[src/rtl/mig_pkg.sv]
// Shared definitions for the MIG truth-table sequencer: signal-space layout,
// operand/descriptor types and the sequencer state encoding.
package mig_pkg;

    localparam int unsigned MAJ_NUM_IN = 7;
    localparam int unsigned TT_W       = 128;
    localparam int unsigned SIG_CONST0 = 0;
    localparam int unsigned SIG_X_BASE = 1;
    localparam int unsigned SIG_G_BASE = 8;
    localparam int unsigned MIG_SIG_W  = 4;

    typedef struct packed {
        logic                 inv;
        logic [MIG_SIG_W-1:0] idx;
    } mig_operand_t;

    // op0 sits in the LSBs of a packed descriptor
    typedef struct packed {
        mig_operand_t op2;
        mig_operand_t op1;
        mig_operand_t op0;
    } mig_gate_desc_t;

    typedef enum logic [1:0] {
        ST_IDLE,
        ST_EVAL,
        ST_CAPT,
        ST_DONE
    } mig_state_e;

    function automatic mig_operand_t mig_op(input logic inv, input logic [MIG_SIG_W-1:0] idx);
        mig_operand_t o;
        o.inv = inv;
        o.idx = idx;
        return o;
    endfunction

endpackage

[src/rtl/mig_tt_sequencer_alu.sv]
// Operand resolve (index mux + optional invert) feeding a 3-input majority.
// Tying all three operands together turns it into a plain signal buffer.
module mig_maj_alu
    import mig_pkg::*;
#(
    parameter int unsigned SIG_W = 4
) (
    input  logic [2**SIG_W-1:0] sig_vec,
    input  logic [SIG_W:0]      op_a,
    input  logic [SIG_W:0]      op_b,
    input  logic [SIG_W:0]      op_c,
    output logic                maj
);

    logic a, b, c;

    always_comb begin
        a   = sig_vec[op_a[SIG_W-1:0]] ^ op_a[SIG_W];
        b   = sig_vec[op_b[SIG_W-1:0]] ^ op_b[SIG_W];
        c   = sig_vec[op_c[SIG_W-1:0]] ^ op_c[SIG_W];
        maj = (a & b) | (a & c) | (b & c);
    end

endmodule

[src/rtl/mig_tt_sequencer.sv]
// Sweeps all 128 input patterns through a programmable MIG, one gate per
// cycle on a shared majority unit, and hands out the resulting truth table.
module mig_tt_sequencer
    import mig_pkg::*;
#(
    parameter int unsigned MAX_GATES = 8,
    parameter int unsigned SIG_W     = 4,
    parameter int unsigned GA_W      = 3
) (
    input  logic                     clk,
    input  logic                     rst_n,
    input  logic                     cfg_we,
    input  logic [GA_W-1:0]          cfg_addr,
    input  logic [3*(SIG_W+1)-1:0]   cfg_data,
    input  logic                     start,
    input  logic [GA_W:0]            num_gates,
    input  logic [SIG_W:0]           out_sel,
    output logic                     busy,
    output logic                     cfg_err,
    output logic                     tt_valid,
    input  logic                     tt_ready,
    output logic [TT_W-1:0]          tt_data
);

    localparam int unsigned NSIG  = 2**SIG_W;
    localparam int unsigned OP_W  = SIG_W + 1;
    localparam logic [GA_W:0] MAX_G = (GA_W+1)'(MAX_GATES);

    mig_state_e             state_q, state_d;
    logic [3*OP_W-1:0]      desc_q [MAX_GATES];
    logic [3*OP_W-1:0]      desc_d [MAX_GATES];
    logic [MAX_GATES-1:0]   gate_q, gate_d;
    logic [6:0]             p_q, p_d;
    logic [GA_W-1:0]        g_q, g_d;
    logic [GA_W:0]          ng_q, ng_d;
    logic [OP_W-1:0]        osel_q, osel_d;
    logic                   busy_q, busy_d;
    logic                   cfg_err_q, cfg_err_d;
    logic                   tt_valid_q, tt_valid_d;
    logic [TT_W-1:0]        tt_data_q, tt_data_d;

    logic [NSIG-1:0]        sig_vec;
    logic [3*OP_W-1:0]      cur_desc;
    logic                   gate_val;
    logic                   out_val;

    // Gate registers not yet written this pattern are still zero, so forward
    // and self references naturally resolve to 0.
    always_comb begin
        sig_vec = '0;
        for (int unsigned i = 0; i < MAJ_NUM_IN; i++) begin
            sig_vec[SIG_X_BASE+i] = p_q[i];
        end
        for (int unsigned g = 0; g < MAX_GATES; g++) begin
            if (SIG_G_BASE + g < NSIG) begin
                sig_vec[SIG_G_BASE+g] = gate_q[g];
            end
        end
    end

    assign cur_desc = desc_q[g_q];

    mig_maj_alu #(.SIG_W(SIG_W)) u_gate_alu (
        .sig_vec (sig_vec),
        .op_a    (cur_desc[OP_W-1:0]),
        .op_b    (cur_desc[2*OP_W-1:OP_W]),
        .op_c    (cur_desc[3*OP_W-1:2*OP_W]),
        .maj     (gate_val)
    );

    mig_maj_alu #(.SIG_W(SIG_W)) u_out_buf (
        .sig_vec (sig_vec),
        .op_a    (osel_q),
        .op_b    (osel_q),
        .op_c    (osel_q),
        .maj     (out_val)
    );

    always_comb begin
        state_d    = state_q;
        desc_d     = desc_q;
        gate_d     = gate_q;
        p_d        = p_q;
        g_d        = g_q;
        ng_d       = ng_q;
        osel_d     = osel_q;
        busy_d     = busy_q;
        cfg_err_d  = 1'b0;
        tt_valid_d = tt_valid_q;
        tt_data_d  = tt_data_q;

        if (cfg_we && !busy_q && ({1'b0, cfg_addr} < MAX_G)) begin
            desc_d[cfg_addr] = cfg_data;
        end

        case (state_q)
            ST_IDLE: begin
                if (start) begin
                    if ((num_gates != '0) && (num_gates <= MAX_G)) begin
                        ng_d    = num_gates;
                        osel_d  = out_sel;
                        p_d     = '0;
                        g_d     = '0;
                        gate_d  = '0;
                        busy_d  = 1'b1;
                        state_d = ST_EVAL;
                    end else begin
                        cfg_err_d = 1'b1;
                    end
                end
            end
            ST_EVAL: begin
                gate_d[g_q] = gate_val;
                g_d         = g_q + 1'b1;
                if ({1'b0, g_q} == ng_q - 1'b1) begin
                    state_d = ST_CAPT;
                end
            end
            ST_CAPT: begin
                tt_data_d[p_q] = out_val;
                gate_d         = '0;
                g_d            = '0;
                if (p_q == '1) begin
                    busy_d     = 1'b0;
                    tt_valid_d = 1'b1;
                    state_d    = ST_DONE;
                end else begin
                    p_d     = p_q + 7'd1;
                    state_d = ST_EVAL;
                end
            end
            ST_DONE: begin
                if (tt_ready) begin
                    tt_valid_d = 1'b0;
                    state_d    = ST_IDLE;
                end
            end
            default: state_d = ST_IDLE;
        endcase
    end

    always_ff @(posedge clk or negedge rst_n) begin
        if (!rst_n) begin
            state_q    <= ST_IDLE;
            for (int unsigned i = 0; i < MAX_GATES; i++) begin
                desc_q[i] <= '0;
            end
            gate_q     <= '0;
            p_q        <= '0;
            g_q        <= '0;
            ng_q       <= '0;
            osel_q     <= '0;
            busy_q     <= 1'b0;
            cfg_err_q  <= 1'b0;
            tt_valid_q <= 1'b0;
            tt_data_q  <= '0;
        end else begin
            state_q    <= state_d;
            desc_q     <= desc_d;
            gate_q     <= gate_d;
            p_q        <= p_d;
            g_q        <= g_d;
            ng_q       <= ng_d;
            osel_q     <= osel_d;
            busy_q     <= busy_d;
            cfg_err_q  <= cfg_err_d;
            tt_valid_q <= tt_valid_d;
            tt_data_q  <= tt_data_d;
        end
    end

    assign busy     = busy_q;
    assign cfg_err  = cfg_err_q;
    assign tt_valid = tt_valid_q;
    assign tt_data  = tt_data_q;

endmodule
[config.mk]
export PLATFORM = sky130hd
export DESIGN_NAME = mig_tt_sequencer
export DESIGN_NICKNAME = d
export VERILOG_FILES = /design/src/rtl/mig_pkg.sv /design/src/rtl/mig_tt_sequencer_alu.sv /design/src/rtl/mig_tt_sequencer.sv
export SDC_FILE = /design/constraint.sdc
export NUM_CORES = 1
export LEC_CHECK = 0
export BUFFER_PORTS_ARGS = -buffer_cell sky130_fd_sc_hd__buf_2
export CAP_MARGIN = 20
export CORE_ASPECT_RATIO = 1.25
export CORE_MARGIN = 2
export CORE_UTILIZATION = 58
export DETAILED_ROUTE_END_ITERATION = 12
export PLACE_DENSITY = 0.87
export SLEW_MARGIN = 20
export SYNTH_ARGS = -nofsm -noshare
export SYNTH_HDL_FRONTEND = slang
export SYNTH_SLANG_ARGS = --single-unit
[constraint.sdc]
create_clock -name clk -period 4.3 [get_ports clk]
set_input_delay 0.215 -clock clk [delete_from_list [all_inputs] [get_ports clk]]
set_output_delay 0.215 -clock clk [all_outputs]
set_load 0.05 [all_outputs]
==> metrics.txt <==
PwrDens=409 nW/um^2; R2R cell count=10; Main synth FF type=dfrtp_1; Hold Crit Class=input port to flop; Setup Crit Path Kind=flop to flop; Num CTS Buffers=27; 1st-pass router iterations=8; Worst R2R End=gate_q[3]$_DFFE_PN0P_; Fillers=1,560; GR Util All Layers=27.0%; fin crit period=3.90 ns; outcome=finished, final reports clean; Vias=9,810; worst hold path endpoint=desc_q[21]$_DFFE_PN0P_; Finished Cell Area=15,100 sq um; Max Transition Viols Final=0; cell taking the most area after synthesis=dfrtp_1; layout cells sized above 1=31.9%; asr flop ratio synth=100%; Site Rows=61; clk_lat worst skew=0.53 ns; cell area after placement=14,000 sq um; Post-Syn Nets=1,140; hold depth=2; CTS H-tree lvls=1; fmax=256 MHz; largest net degree at the start of global routing=130; sequential cell area=7010 sq um; Final setup viols=0; chip width=138 um; clk buf depth=3; Worst Tran Pin Value=1.08 ns; Seq/Total Area, Yosys=53.6%; min-delay src=cfg_data[6]; # port buffers=162; Max Cap Viol=0; die height=172 um; unrepaired setup endpoints after global routing=no; Routed WL per cell=21.1 um; number of global-route vias before repair=9,646; CP Data Arrival Time=4.33 ns; Yosys reg bits=280; most frequent cell after synthesis=dfrtp_1; DR iter-0 viols=854; multi-input logic area=5650 sq um; kind of end point of the critical path=flop; io pins=163; DRT antenna net count=0; number of synthesized flops with an enable pin=0; Initial Utilization=58.9%; count of different cell masters after synthesis=71; grt ovf=0; Ys Warns=0; area share of the largest cell type after synthesis=53.6%; Clock transition at path regs=0.06 ns; crit start category=flop; P_leak=6.89 nW; root cell of the clock tree=clkbuf_16; Antenna Cells=0; post-detail-place hpwl=21,100 um; setup TNS=0 ns; Setup Buffers After CTS=0; initial antenna violation count=0; DRC=0; cells after synthesis=1,101; WP data required=4.72 ns; maximum fanout along the worst path=30; period utilisation layout=90.8%; DIE AREA=23,800 sq um; Area Growth Syn to Fin=15.4%; slew margin rel.=27.5%; Hold Fails Final Rpt=0; Peak VDD IR=0.364 mV; final wirelength=32,300 um; first-pass GRT wire length=52,200 um; DR vias/cell=6.42; post-synthesis instance area=13,100 sq um; CTS tree=done; Clock Sinks=280; top post-synthesis cells by area=dfrtp_1 (54%), mux2_2 (12%), o31ai_1 (7.4%); synth cell count leaders=dfrtp_1 (280), o21ai_0 (151), mux2_2 (140), o31ai_1 (129), clkbuf_1 (79); CTS resizes=0; reg-to-reg slack, setup=0.40 ns; Layout Skew=0.00904 ns; Final #Nets=1,266; Synth Area per Inst=11.9 sq um; RePlAce Congestion=0.917; CTS Hold Bufs=12; worst r2r src=g_q[1]$_DFFE_PN0P_; CORE AREA=22,200 sq um
per-stage QoR:
stage,util [%],power [W],cells,setup WS (ns),hold slack [ns]
after floorplan,-,0.00350,1101,1.13,-0.0806
after global placement,63.2,0.00370,1469,0.601,0.375
after detailed placement,63.2,0.00374,1469,0.464,0.395
after CTS,67.9,0.00620,1529,0.460,0.00696
after global routing,67.9,0.00638,1529,0.244,0.0213
final,67.9,0.00617,1529,0.395,0.0146
how the worst max path moves through the flow:
stage                            start                    end  depth (start not counted)
finish              g_q[1]$_DFFE_PN0P_  gate_q[3]$_DFFE_PN0P_                         10
global route        g_q[1]$_DFFE_PN0P_  gate_q[3]$_DFFE_PN0P_                         10
CTS                 g_q[1]$_DFFE_PN0P_  gate_q[3]$_DFFE_PN0P_                         10
detailed placement  g_q[1]$_DFFE_PN0P_  gate_q[3]$_DFFE_PN0P_                         10
global placement    g_q[1]$_DFFE_PN0P_  gate_q[3]$_DFFE_PN0P_                         10
floorplan           g_q[0]$_DFFE_PN0P_  gate_q[3]$_DFFE_PN0P_                          9
per-layer routing:
layer  wire length [um]  GRT usage, %  vias to the layer above
met3               2150          3.65                       66
li1                   -             -                     4401
met5                  0             0                        -
met2              16400          47.5                      440
met1              12900          35.3                     4903
met4                822          8.34                        0
worst max-delay path, stage by stage, from the launching register on:
cell and delay, ns:
dfrtp_2 0.75, buf_12 0.28, mux2_2 0.35, o221a_2 0.25, o221a_4 0.32, mux4_2 0.32
and3b_1 0.18, nor4_1 0.28, nand3b_1 0.33, maj3_2 0.45, a41o_1 0.25
kinds of logic after synthesis:
kind of cell	after synthesis	share of synthesized area, %
AOI/OAI and AO/OA	356	17.8
DFF	280	53.6
muxes	179	17.5
and+or+nand+nor	159	6.06
buffers and inverters	107	3.47
xor gates and xnor gates	12	0.862
adders and majority gates	8	0.756
power by group:
group | internal (W) | leakage [nW] | switching (W)
clock | 0.00148 | 0.448 | 0.000975
sequential | 0.00288 | 3.65 | 0.000139
combinational | 0.000368 | 2.80 | 0.000325
total | 0.00473 | 6.89 | 0.00144
cell usage in the layout (no fill, tap or decap), drive strengths merged, types with 3 or more instances in the layout:
master | netlist | layout
a2111oi | 3 | 3
a211o | 3 | 3
a21o | 3 | 3
a21oi | 10 | 10
a22oi | 3 | 3
a31oi | 3 | 3
a32oi | 5 | 5
and2 | 3 | 3
and3 | 3 | 3
buf | 15 | 179
bufinv | 0 | 4
clkbuf | 79 | 41
clkinv | 1 | 4
dfrtp | 280 | 280
dlygate4sd3 | 0 | 12
ha | 7 | 7
inv | 12 | 12
mux2 | 140 | 140
mux2i | 17 | 17
mux4 | 22 | 22
nand2 | 56 | 56
nand2b | 5 | 5
nand3 | 18 | 18
nand3b | 5 | 5
nand4 | 3 | 3
nor2 | 25 | 25
nor2b | 12 | 12
nor3 | 10 | 10
nor3b | 4 | 4
o21ai | 153 | 153
o221a | 3 | 3
o221ai | 8 | 8
o22ai | 9 | 9
o31ai | 129 | 129
o41ai | 4 | 4
or2 | 4 | 4
xnor2 | 8 | 8
xor2 | 4 | 4
registers in the layout (all words and copies together), names as in the netlist:
signal and count:
tt_data 128, state_q 2, tt_valid 1, desc_q 120
g_q 3, cfg_err 1, p_q 7, ng_q 4
osel_q 5, gate_q 8, busy 1
area by class of cell:
cell class / count / area share, %
Clock buffer: 41 / 5.16
Clock inverter: 7 / 0.896
Inverter: 13 / 0.324
Multi-Input combinational cell: 714 / 37.5
Sequential cell: 280 / 46.5
Tap cell: 283 / 2.35
Timing Repair Buffer: 191 / 7.34
Power figures use the tool's default switching activity.
